--- src/rtl/regfile_wb_scheduler.sv ---
// Writeback scheduler for the single register-file write port.
//
// Two writeback sources share the port. src0 is the ALU result and src1 is the
// memory load return. Each source has its own DEPTH-entry FIFO with a valid/ready
// handshake. Every accepted entry is stamped with an arrival sequence number.
// Entries accepted on the same edge get the same stamp. The scheduler retires the
// oldest head each cycle, so writes leave in program order. Equal-stamp heads are
// resolved by a round-robin bit.
//
// The optional macro R0_ZERO_EN makes register 0 hardwired zero. A head with
// dst == 0 still pops and still uses its grant cycle, but it never raises
// regwrite, and pending[0] stays low.
//
// Ports
//   clk, rst_n                  clock, asynchronous active-low reset
//   srcN_valid / srcN_ready     enqueue handshake for source N (ready = FIFO not full)
//   srcN_dst / srcN_data        destination register and write data
//   regwrite/regdst/writedata   register-file write port, driven from the granted head
//   pending                     bit r set while any queued entry targets register r
module regfile_wb_scheduler #(
    parameter int unsigned DEPTH = 2,
    parameter int unsigned SEQ_W = 4
) (
    input  logic        clk,
    input  logic        rst_n,
    input  logic        src0_valid,
    output logic        src0_ready,
    input  logic [3:0]  src0_dst,
    input  logic [15:0] src0_data,
    input  logic        src1_valid,
    output logic        src1_ready,
    input  logic [3:0]  src1_dst,
    input  logic [15:0] src1_data,
    output logic        regwrite,
    output logic [3:0]  regdst,
    output logic [15:0] writedata,
    output logic [15:0] pending
);

    localparam int unsigned NSRC   = 2;
    localparam int unsigned REG_W  = 4;
    localparam int unsigned DATA_W = 16;
    localparam int unsigned NREG   = 16;
    localparam int unsigned PTR_W  = $clog2(DEPTH);
    localparam int unsigned CNT_W  = $clog2(DEPTH + 1);

    typedef struct packed {
        logic [REG_W-1:0]  dst;
        logic [DATA_W-1:0] data;
        logic [SEQ_W-1:0]  seq;
    } entry_t;

    // Architectural state
    entry_t           mem_q  [NSRC][DEPTH];
    entry_t           mem_d  [NSRC][DEPTH];
    logic [PTR_W-1:0] wptr_q [NSRC];
    logic [PTR_W-1:0] wptr_d [NSRC];
    logic [PTR_W-1:0] rptr_q [NSRC];
    logic [PTR_W-1:0] rptr_d [NSRC];
    logic [CNT_W-1:0] cnt_q  [NSRC];
    logic [CNT_W-1:0] cnt_d  [NSRC];
    logic [SEQ_W-1:0] seq_q;
    logic [SEQ_W-1:0] seq_d;
    logic             rr_q;
    logic             rr_d;

    // Per-source views of ports and FIFO heads
    logic             in_valid   [NSRC];
    entry_t           in_entry   [NSRC];
    logic             ready      [NSRC];
    logic             accept     [NSRC];
    logic             head_valid [NSRC];
    entry_t           head       [NSRC];
    logic             pop        [NSRC];

    // Grant
    logic             gnt_valid;
    logic             gnt_sel;
    logic             gnt_tie;
    logic [SEQ_W-1:0] age_diff;
    entry_t           gnt_entry;
    logic             wr_en;
    logic [NREG-1:0]  pend_c;

    // Port gathering, handshake and head extraction
    always_comb begin
        in_valid[0] = src0_valid;
        in_valid[1] = src1_valid;
        in_entry[0] = '{dst: src0_dst, data: src0_data, seq: seq_q};
        in_entry[1] = '{dst: src1_dst, data: src1_data, seq: seq_q};
        for (int unsigned s = 0; s < NSRC; s++) begin
            // Ready depends only on the registered count, so a pop cannot free a slot in the same cycle.
            ready[s]      = (cnt_q[s] != CNT_W'(DEPTH));
            accept[s]     = in_valid[s] && ready[s];
            head_valid[s] = (cnt_q[s] != '0);
            head[s]       = mem_q[s][rptr_q[s]];
        end
    end

    assign src0_ready = ready[0];
    assign src1_ready = ready[1];

    // Oldest-first arbitration; the modulo difference tolerates stamp wrap-around.
    always_comb begin
        gnt_valid = 1'b0;
        gnt_sel   = 1'b0;
        gnt_tie   = 1'b0;
        age_diff  = head[0].seq - head[1].seq;
        if (head_valid[0] && head_valid[1]) begin
            gnt_valid = 1'b1;
            if (head[0].seq == head[1].seq) begin
                gnt_tie = 1'b1;
                gnt_sel = rr_q;
            end else begin
                // MSB set means src0 is older.
                gnt_sel = ~age_diff[SEQ_W-1];
            end
        end else if (head_valid[0]) begin
            gnt_valid = 1'b1;
            gnt_sel   = 1'b0;
        end else if (head_valid[1]) begin
            gnt_valid = 1'b1;
            gnt_sel   = 1'b1;
        end
        pop[0]    = gnt_valid && !gnt_sel;
        pop[1]    = gnt_valid && gnt_sel;
        gnt_entry = head[gnt_sel];
    end

    // Write port: the granted head is presented now and pops on the edge that writes it.
    always_comb begin
`ifdef R0_ZERO_EN
        wr_en = gnt_valid && (gnt_entry.dst != '0);
`else
        wr_en = gnt_valid;
`endif
        regwrite  = wr_en;
        regdst    = wr_en ? gnt_entry.dst  : '0;
        writedata = wr_en ? gnt_entry.data : '0;
    end

    // FIFO, sequence stamp and round-robin next state
    always_comb begin
        mem_d  = mem_q;
        wptr_d = wptr_q;
        rptr_d = rptr_q;
        cnt_d  = cnt_q;
        seq_d  = seq_q;
        rr_d   = rr_q;
        for (int unsigned s = 0; s < NSRC; s++) begin
            if (accept[s]) begin
                mem_d[s][wptr_q[s]] = in_entry[s];
                wptr_d[s]           = wptr_q[s] + PTR_W'(1);
            end
            if (pop[s]) begin
                rptr_d[s] = rptr_q[s] + PTR_W'(1);
            end
            cnt_d[s] = cnt_q[s] + CNT_W'(accept[s]) - CNT_W'(pop[s]);
        end
        // One stamp per accepting edge; a same-edge pair shares it.
        if (accept[0] || accept[1]) begin
            seq_d = seq_q + SEQ_W'(1);
        end
        if (gnt_tie) begin
            rr_d = ~rr_q;
        end
    end

    // Pending bitmap over every occupied entry of both FIFOs
    always_comb begin
        logic [PTR_W-1:0] idx;
        idx    = '0;
        pend_c = '0;
        for (int unsigned s = 0; s < NSRC; s++) begin
            for (int unsigned k = 0; k < DEPTH; k++) begin
                idx = rptr_q[s] + PTR_W'(k);
                if (CNT_W'(k) < cnt_q[s]) begin
                    pend_c[mem_q[s][idx].dst] = 1'b1;
                end
            end
        end
`ifdef R0_ZERO_EN
        pend_c[0] = 1'b0;
`endif
        pending = pend_c;
    end

    // State registers
    always_ff @(posedge clk or negedge rst_n) begin
        if (!rst_n) begin
            mem_q  <= '{default: '0};
            wptr_q <= '{default: '0};
            rptr_q <= '{default: '0};
            cnt_q  <= '{default: '0};
            seq_q  <= '0;
            rr_q   <= 1'b0;
        end else begin
            mem_q  <= mem_d;
            wptr_q <= wptr_d;
            rptr_q <= rptr_d;
            cnt_q  <= cnt_d;
            seq_q  <= seq_d;
            rr_q   <= rr_d;
        end
    end

endmodule

--- config.mk ---
export PLATFORM = sky130hd
export DESIGN_NAME = regfile_wb_scheduler
export DESIGN_NICKNAME = d
export VERILOG_FILES = /design/src/rtl/regfile_wb_scheduler.sv
export SDC_FILE = /design/constraint.sdc
export NUM_CORES = 1
export LEC_CHECK = 0
export BUFFER_PORTS_ARGS = -buffer_cell sky130_fd_sc_hd__buf_2
export CAP_MARGIN = 15
export CORE_MARGIN = 2
export CORE_UTILIZATION = 43
export CTS_BUF_LIST = sky130_fd_sc_hd__clkbuf_8
export CTS_CLUSTER_DIAMETER = 60
export DETAILED_ROUTE_END_ITERATION = 7
export PLACE_DENSITY = 0.65
export SLEW_MARGIN = 20
export SYNTH_ARGS = -nofsm -noshare
export SYNTH_HDL_FRONTEND = slang
export SYNTH_SLANG_ARGS = --single-unit
--- constraint.sdc ---
create_clock -name clk -period 10.8 [get_ports clk]
set_input_delay 0.54 -clock clk [delete_from_list [all_inputs] [get_ports clk]]
set_output_delay 0.54 -clock clk [all_outputs]
set_load 0.005 [all_outputs]
* Word level (Yosys, flattened, before mapping) *
Cells that the tools add are included.

word-level totals
  flip-flop bits (word level) = 109
  input port bits = 44
  output and inout port bits = 39
  word-level logic and storage cells = 124

cells by class
  add/subtract/negate cells = 10
  magnitude comparators = 21
  eq/ne operators = 3
  mux-type cells = 43
  bitwise operators = 12
  reduce and logical (&&, ||, !) cells = 15

operator list
  operator                                                           number
  2-to-1 mux 24 bit                                                  17
  bitwise mux 48 bit                                                 2
  2-to-1 mux 16 bit                                                  5
  demux 24 bit (select 1 bit)                                        2
  OR 16 bit                                                          3
  less-than comparator 4 x 5 -> 1 bit, second input constant         4
  demux 1 bit (select 4 bit)                                         4
  greater-or-equal comparator 4 x 1 -> 1 bit, second input constant  4
  greater-or-equal comparator 2 bit, second input constant           7
  inverter 1 -> 2 bit                                                7
  2-to-1 mux 1 bit                                                   12
  logical AND 1 bit                                                  11
  less-than comparator 1 x 2 -> 1 bit, first input constant          4
  adder 1 bit, second input constant                                 4
  adder 2 x 1 -> 2 bit                                               2
  adder 4 x 1 -> 4 bit, second input constant                        1
  == test 4 bit                                                      1
  less-than comparator 2 x 1 -> 1 bit, second input constant         2
  2-to-1 mux 4 bit                                                   1
  inequality test 2 bit, second input constant                       2
  nonzero test 2 bit                                                 2
  subtractor 2 x 1 -> 2 bit                                          2
  subtractor 4 bit                                                   1
  inverter 1 bit                                                     2
  2 further kinds                                                    2

* Logic depth before layout (Yosys ltp) *
Gate-level depths: netlist of run 1.

  word-level depth = 15
  gate-level depth with buffers = 16
  depth with buffers taken out = 12

* Least setup slack after synthesis of run 1 *
Ideal clock, no wire load.

  path type = reg-to-reg
  start point = register rptr_q[1] (netlist bit)
  end point = register cnt_q[1] (netlist bit)
  arrival time = 3269 ps
  data required time = 10676 ps
  slack = 7407 ps
  cell stages (with the launch flop) = 17
  path buffers = 4
  cells stage by stage = dfrtp_1 > buf_2 > buf_2 > buf_2 > mux2i_1 > ha_1 > nand2b_1 > a211oi_1 > nor4_2 > nor3_2 > buf_2 > inv_1 > ha_1 > inv_1 > ha_1 > xnor2_1 > xnor2_1

RTL lines
  what                      RTL line  RTL
  start: declaration        58        logic [PTR_W-1:0] rptr_q [NSRC];
  start signal: assignment  200       rptr_q <= rptr_d;
  end signal: assignment    201       cnt_q <= cnt_d;
  end: declaration          60        logic [CNT_W-1:0] cnt_q [NSRC];

* Worst setup path after layout of run 1 *
  start point = register rptr_q[1] (netlist bit)
  end point = output port regdst[0]

on the way
  word-level cells in the longest chain between the ends = 13
  elaborated cells between the ends (all ways) = 14

RTL lines
  what                                                       RTL line  RTL
  inverter 1 -> 2 bit (not written as such) (*)              96        head[s] = mem_q[s][rptr_q[s]];
  2-to-1 mux 24 bit (not written as such) (*) (3 in series)  96
  subtractor 4 bit                                           108       age_diff = head[0].seq - head[1].seq;
  inverter 1 bit                                             116       gnt_sel = ~age_diff[SEQ_W-1];
  2-to-1 mux 1 bit                                           111       if (head[0].seq == head[1].seq) begin
  2-to-1 mux 1 bit                                           109       if (head_valid[0] && head_valid[1]) begin
  inverter 1 -> 2 bit (not written as such)                  127       gnt_entry = head[gnt_sel];
  2-to-1 mux 24 bit (not written as such) (*) (3 in series)  127
  2-to-1 mux 4 bit (*)                                       138       regdst = wr_en ? gnt_entry.dst : '0;
  end: declaration                                           35        output logic [3:0] regdst,

Mark *: on every way between the ends. The rest lies on a longest branch, timed or not. The select of a mux whose other input is x is not followed.

==> results of run 1 <==
-- stage by stage --
step           worst slack [ns]  instances  hold slack, ns  utilization (%)
2_1_floorplan             7.407        504          0.2444                -
3_3_place_gp              7.390        738          0.4664            48.25
3_5_place_dp              7.265        738          0.4592            48.25
4_1_cts                   6.858        754          0.1362            49.74
5_1_grt                   6.649        754          0.1571            49.74
6_report                  6.855        754          0.1319            49.74
-- layout make-up --
type / count / area, um2
Clock buffer: 11 / 151.4
Clock inverter: 5 / 46.29
Fill cell: 1224 / 6683
Inverter: 16 / 60.06
Multi-Input combinational cell: 347 / 2932
Sequential cell: 109 / 2730
Tap cell: 176 / 220.2
Timing Repair Buffer: 90 / 473.0
-- cells in the final DEF (no fill, tap or decap), types with 9 or more instances in the layout --
cell and count:
buf_2 81, buf_4 9, clkbuf_8 11, dfrtp_1 107, inv_1 16, mux2_2 100
mux2i_1 48, nand2_1 21, nand2b_1 10, nor2_1 14, o21ai_0 12, o22ai_1 23
xnor2_1 10
-- worst max path at each step --
| stage | start | end | cells after the start |
|---|---|---|---|
| 6_report | rptr_q[1] | regdst[0] | 9 |
| 5_1_grt | rptr_q[1] | regdst[0] | 9 |
| 4_1_cts | rptr_q[1] | regdst[0] | 9 |
| 3_5_place_dp | rptr_q[1] | cnt_q[1] | 14 |
| 3_3_place_gp | rptr_q[1] | regdst[0] | 8 |
| 2_1_floorplan | rptr_q[1] | cnt_q[1] | 16 |
-- per-layer routing --
| metal | global-route usage, % | vias up | part of all wire [%] |
|---|---|---|---|
| met5 | 0 | - | 0 |
| met2 | 31.64 | 87 | 48 |
| li1 | - | 1994 | - |
| met1 | 25.89 | 2118 | 45 |
| met4 | 6.541 | 0 | 1.7 |
| met3 | 3.148 | 15 | 5.2 |
-- state kept, by name, indices dropped and copies added, names as in the netlist --
register  count
mem_q        96
cnt_q         4
seq_q         4
rptr_q        2
wptr_q        2
rr_q          1
-- cells by family after synthesis --
family	synth area share [%]
DFF	46.40
buffers and inverters	3.725
adders and majority gates	1.703
AOI/OAI and AO/OA	10.41
muxes	27.33
xor gates and xnor gates	1.937
and+or+nand+nor	8.493
-- critical path, stage by stage, from the launching register on --
cell and delay [ns]:
dfrtp_2 0.36, buf_4 0.55, mux2_2 0.41, ha_1 0.31, nor2b_1 0.16, o21ai_0 0.09, and4bb_1 0.25, or3_4 0.49
o22ai_1 0.24, buf_2 0.15
==> metrics, run 1 <==
CTS H-tree depth 3; Clock Sinks 109; drt pass-1 iters 4; antenna cells 0; Async S/R FF share, synth 100.0%; synth warn 0; GRT Total Usage 19.26%; clock latency at the later pin of the worst-skew pair 0.38 ns; reg2reg path depth 14; sequential cell area fraction in the yosys report about 46%; Placer Congestion 0.8328; Slew @ Worst Pin 0.8562 ns; First DRT Iteration DRCs 210; Hold Crit Class in -> async; R2R Path End cnt_q[1]; top cell type's share of synthesized area 46.40%; largest net degree at the start of global routing 70; Die Width 120.9 um; Clk Tree Root Cell clkbuf_8; Final setup viols 0; Max Freq 253.5 MHz; Resized cells post-CTS 0; crit path kind reg -> out; layout cell share with drive strength beyond 1 37.54%; antenna viol nets, final 0; dpl cell area 6415 um2; largest cells by area after synthesis dfrtp_1 46%, mux2_2 19%, mux2i_1 8.2%; setup TNS 0 ns; Slew Limit Headroom 42.92%; Synth Register Bits roughly 110; total die area around 15,000 um2; reg2reg start rptr_q[1]; cell count after synthesis between 500 and 600; Max-Cap Viols 0; status completed; cts hold-fix bufs 0; vias in the first global route about 4,200; register-to-register setup slack 7.25 ns; Vias 4,214; area leader, netlist dfrtp_1; final hold violations 0; count leader, synth dfrtp_1; first-pass GRT wire length between 20,000 and 25,000 um; total core area 13,300 um2; # rows 42; initial antenna violation count 0; Die Y around 120 um; DP Wirelength 9884 um; number of I/O port buffers between 80 and 90; CTS tree done; Worst Path Required 10.26 ns; Tmin final 3.945 ns; clk_skew 0.01655 ns; I/O Pins 83; Initial Util 44.21%; Synth top cells by count 109 x dfrtp_1, 100 x mux2_2, 48 x mux2i_1; nets@finish 625; Area growth, synth to finish 12.49%; Data arrival, critical path ~3.4 ns; Post-synth EDFFs 0; total CTS buffers 9; Reg clk slew, reported paths 0.11 ns; CP Capture Type primary output; Synthesized Nets 556; cell area after layout 6613 um2; syn_area_per_cell 11.66 um2; vias per cell 5.589; Crit Path Max Fanout 49; Routed WL approximately 14,000 um; Distinct cells, synth 53; drt wl/cell between 15 and 20 um; DRC viols 0; Main synth FF type dfrtp_1; post-CTS setup buffer count 0; clock buffer depth 2; RSZ-0062 raised after global routing no; fin crit share roughly 37%; fin. max-slew vios 0; Cell Area, Synth 5878 um2; startpoint type of the worst setup path flip-flop; overflow left after global routing 0
Power of run 1 is left out: the tool's default activity adds up to more than one toggle a clock period on the data nets, which glitch-free logic cannot reach.
==> run 2, diff against run 1 <==
==> constraint.sdc (replaced) <==
create_clock -name clk -period 3.65 [get_ports clk]
set_input_delay 0.1825 -clock clk [delete_from_list [all_inputs] [get_ports clk]]
set_output_delay 0.1825 -clock clk [all_outputs]
set_load 0.005 [all_outputs]
==> metrics, run 2 (synthesis results as in run 1) <==
Die Y roughly 120 um; Area growth, synth to finish 13.03%; fin. max-slew vios 0; Critical path buffers and inverters 2; Slew Limit Headroom a little over a third; total die area ~15,000 um2; first-pass GRT wire length 22,800 um; Final setup viols 0; Routed WL around 14,000 um; footprint of the multi-input gates 2932 um2; Hold Crit Start src1_data[11]; Largest regs mem_q (96), cnt_q (4), seq_q (4); I/O Pins 83; GRT Total Usage 19.96%; clock latency at the later pin of the worst-skew pair 0.39 ns; Max Freq 319.8 MHz; RSZ-0062 raised after global routing no; Reg clk slew, reported paths 0.11 ns; drt pass-1 iters 4; Worst Path Required 3.47 ns; largest net degree at the start of global routing between 40 and 50; Pwr Density between 1000 and 1500 nW/um2; Crit Path Max Fanout 21; P_leak between 2 and 3 nW; startpoint type of the worst setup path flip-flop; worst-path cell chain buf_4 > mux2i_1 > ha_1 > a211oi_1 > nor4_2 > or3_4 > o22ai_1 > buf_2; layout cell share with drive strength beyond 1 roughly 38%; Vias 4,216; filler instances about 1,200; most frequent cells in the layout 107 x dfrtp_1, 100 x mux2_2, 81 x buf_2; initial antenna violation count 0; Reg area around 2700 um2; DRC viols 0; Initial Util around 44%; Tmin final 3.127 ns; drt wl/cell 18.39 um; total CTS buffers 9; Slowest cell on crit path or3_4; commonest non-fill, non-tap cell in the layout dfrtp_1; Crit path max-delay family simple AND/OR/NAND/NOR gates; Slew @ Worst Pin 0.9492 ns; clock buffer depth 2; overflow left after global routing 0; Clk Tree Root Cell clkbuf_8; CP max stage delay roughly 0.54 ns; vias in the first global route 4,481; CP Capture Type primary output; CTS H-tree depth 3; reg2reg start rptr_q[0]; maximum VDD drop 0.0006607 V; antenna viol nets, final 0; status completed; CTS tree done; dpl cell area 6437 um2; First DRT Iteration DRCs 249; Hold Crit Class in -> reg; crit path kind reg -> out; Data arrival, critical path just under 3 ns; Clock Sinks 109; antenna cells 0; Placer Congestion 0.8789; DP Wirelength 10,220 um; clk_skew 0.01355 ns; cell area after layout approximately 6600 um2; # rows 42; vias per cell approximately 5.6; register-to-register setup slack 0.58 ns; Resized cells post-CTS 0; final hold violations 0; total core area 13,300 um2; fin crit share between 80% and 90%; Die Width 120.9 um; Crit. Startpoint rptr_q[0]; Max-Cap Viols 0; setup TNS 0 ns; nets@finish around 630; max reg flops 96; number of I/O port buffers 82; most flop-heavy register mem_q
## run 2: cell types whose count changed in the layout (fill, tap and decap cells not counted)
cell,previous run,this run
buf_4,9,12
clkbuf_8,11,9
bufinv_16,0,1
clkinv_2,1,2
clkinv_4,2,1
clkinv_8,1,0
clkinvlp_4,1,0
dlygate4sd3_1,0,1
inv_1,16,17
inv_6,0,1
inv_8,0,1
## run 2: per-stage QoR
step | worst slack (ns) | std cells | total power, mW | hold WS (ns) | util, %
after floorplan | 0.2569 | 504 | 5.640 | -0.1131 | -
after global routing | 0.3243 | 758 | 8.497 | 0.03331 | 49.97
after detailed placement | 0.5854 | 741 | 7.161 | 0.2199 | 48.42
after CTS | 0.4854 | 758 | 7.923 | 0.01959 | 49.97
final | 0.5232 | 758 | 7.843 | 0.03548 | 49.97
after global placement | 0.7018 | 741 | 7.018 | 0.2049 | 48.42
## run 2: where the power goes
part	total [mW]	switching, mW	internal (mW)
clock	0.741	0.420	0.321
sequential	2.38	0.525	1.85
combinational	4.72	2.45	2.27
## run 2: worst reg2reg max path, cell delays in order, from the launching register on
cell and delay (ns):
dfrtp_2 0.37, buf_4 0.31, mux2i_1 0.26, ha_1 0.28
nand3_1 0.11, o22ai_1 0.10, nor4_2 0.29, or3_4 0.39
inv_1 0.09, ha_1 0.28, inv_1 0.04, ha_1 0.18
xnor2_1 0.17, xnor2_1 0.14
## run 2: final timing paths
kind | to | depth (start not counted)
worst min register to register | rr_q | 1
min in group asynchronous | mem_q[82] | 2
worst max register to register | cnt_q[3] | 13
worst min-delay path | mem_q[15] | 2
max in group asynchronous | seq_q[3] | 3
worst max-delay path | regdst[0] | 8
## run 2: routing by layer
layer / wire, um / GRT usage (%) / part of all wire [%]
met1: 6240 / 25.66 / 45
met2: 6873 / 33.99 / 49
met3: 579 / 3.383 / 4.2
met4: 249 / 6.904 / 1.8
met5: 0 / 0 / 0
## run 2: layout make-up
| cell class | instances | area share, % |
|---|---|---|
| timing repair buffer | 94 | 7.608 |
| inverter | 16 | 0.9040 |
| clock buffer | 9 | 1.864 |
| multi-input combinational | 347 | 44.12 |
| tap | 176 | 3.314 |
| clock inverter | 7 | 1.092 |
| sequential | 109 | 41.09 |
## run 2: what timing repair did
| action | 4_1_cts | 5_1_grt |
|---|---|---|
| hold buffers | 1 | 0 |
| setup buffers | 0 | 0 |
| hold endpoints to repair | 44 | 0 |
| setup endpoints to repair | 0 | 0 |
Note: power is estimated with default switching activity, not from simulation.
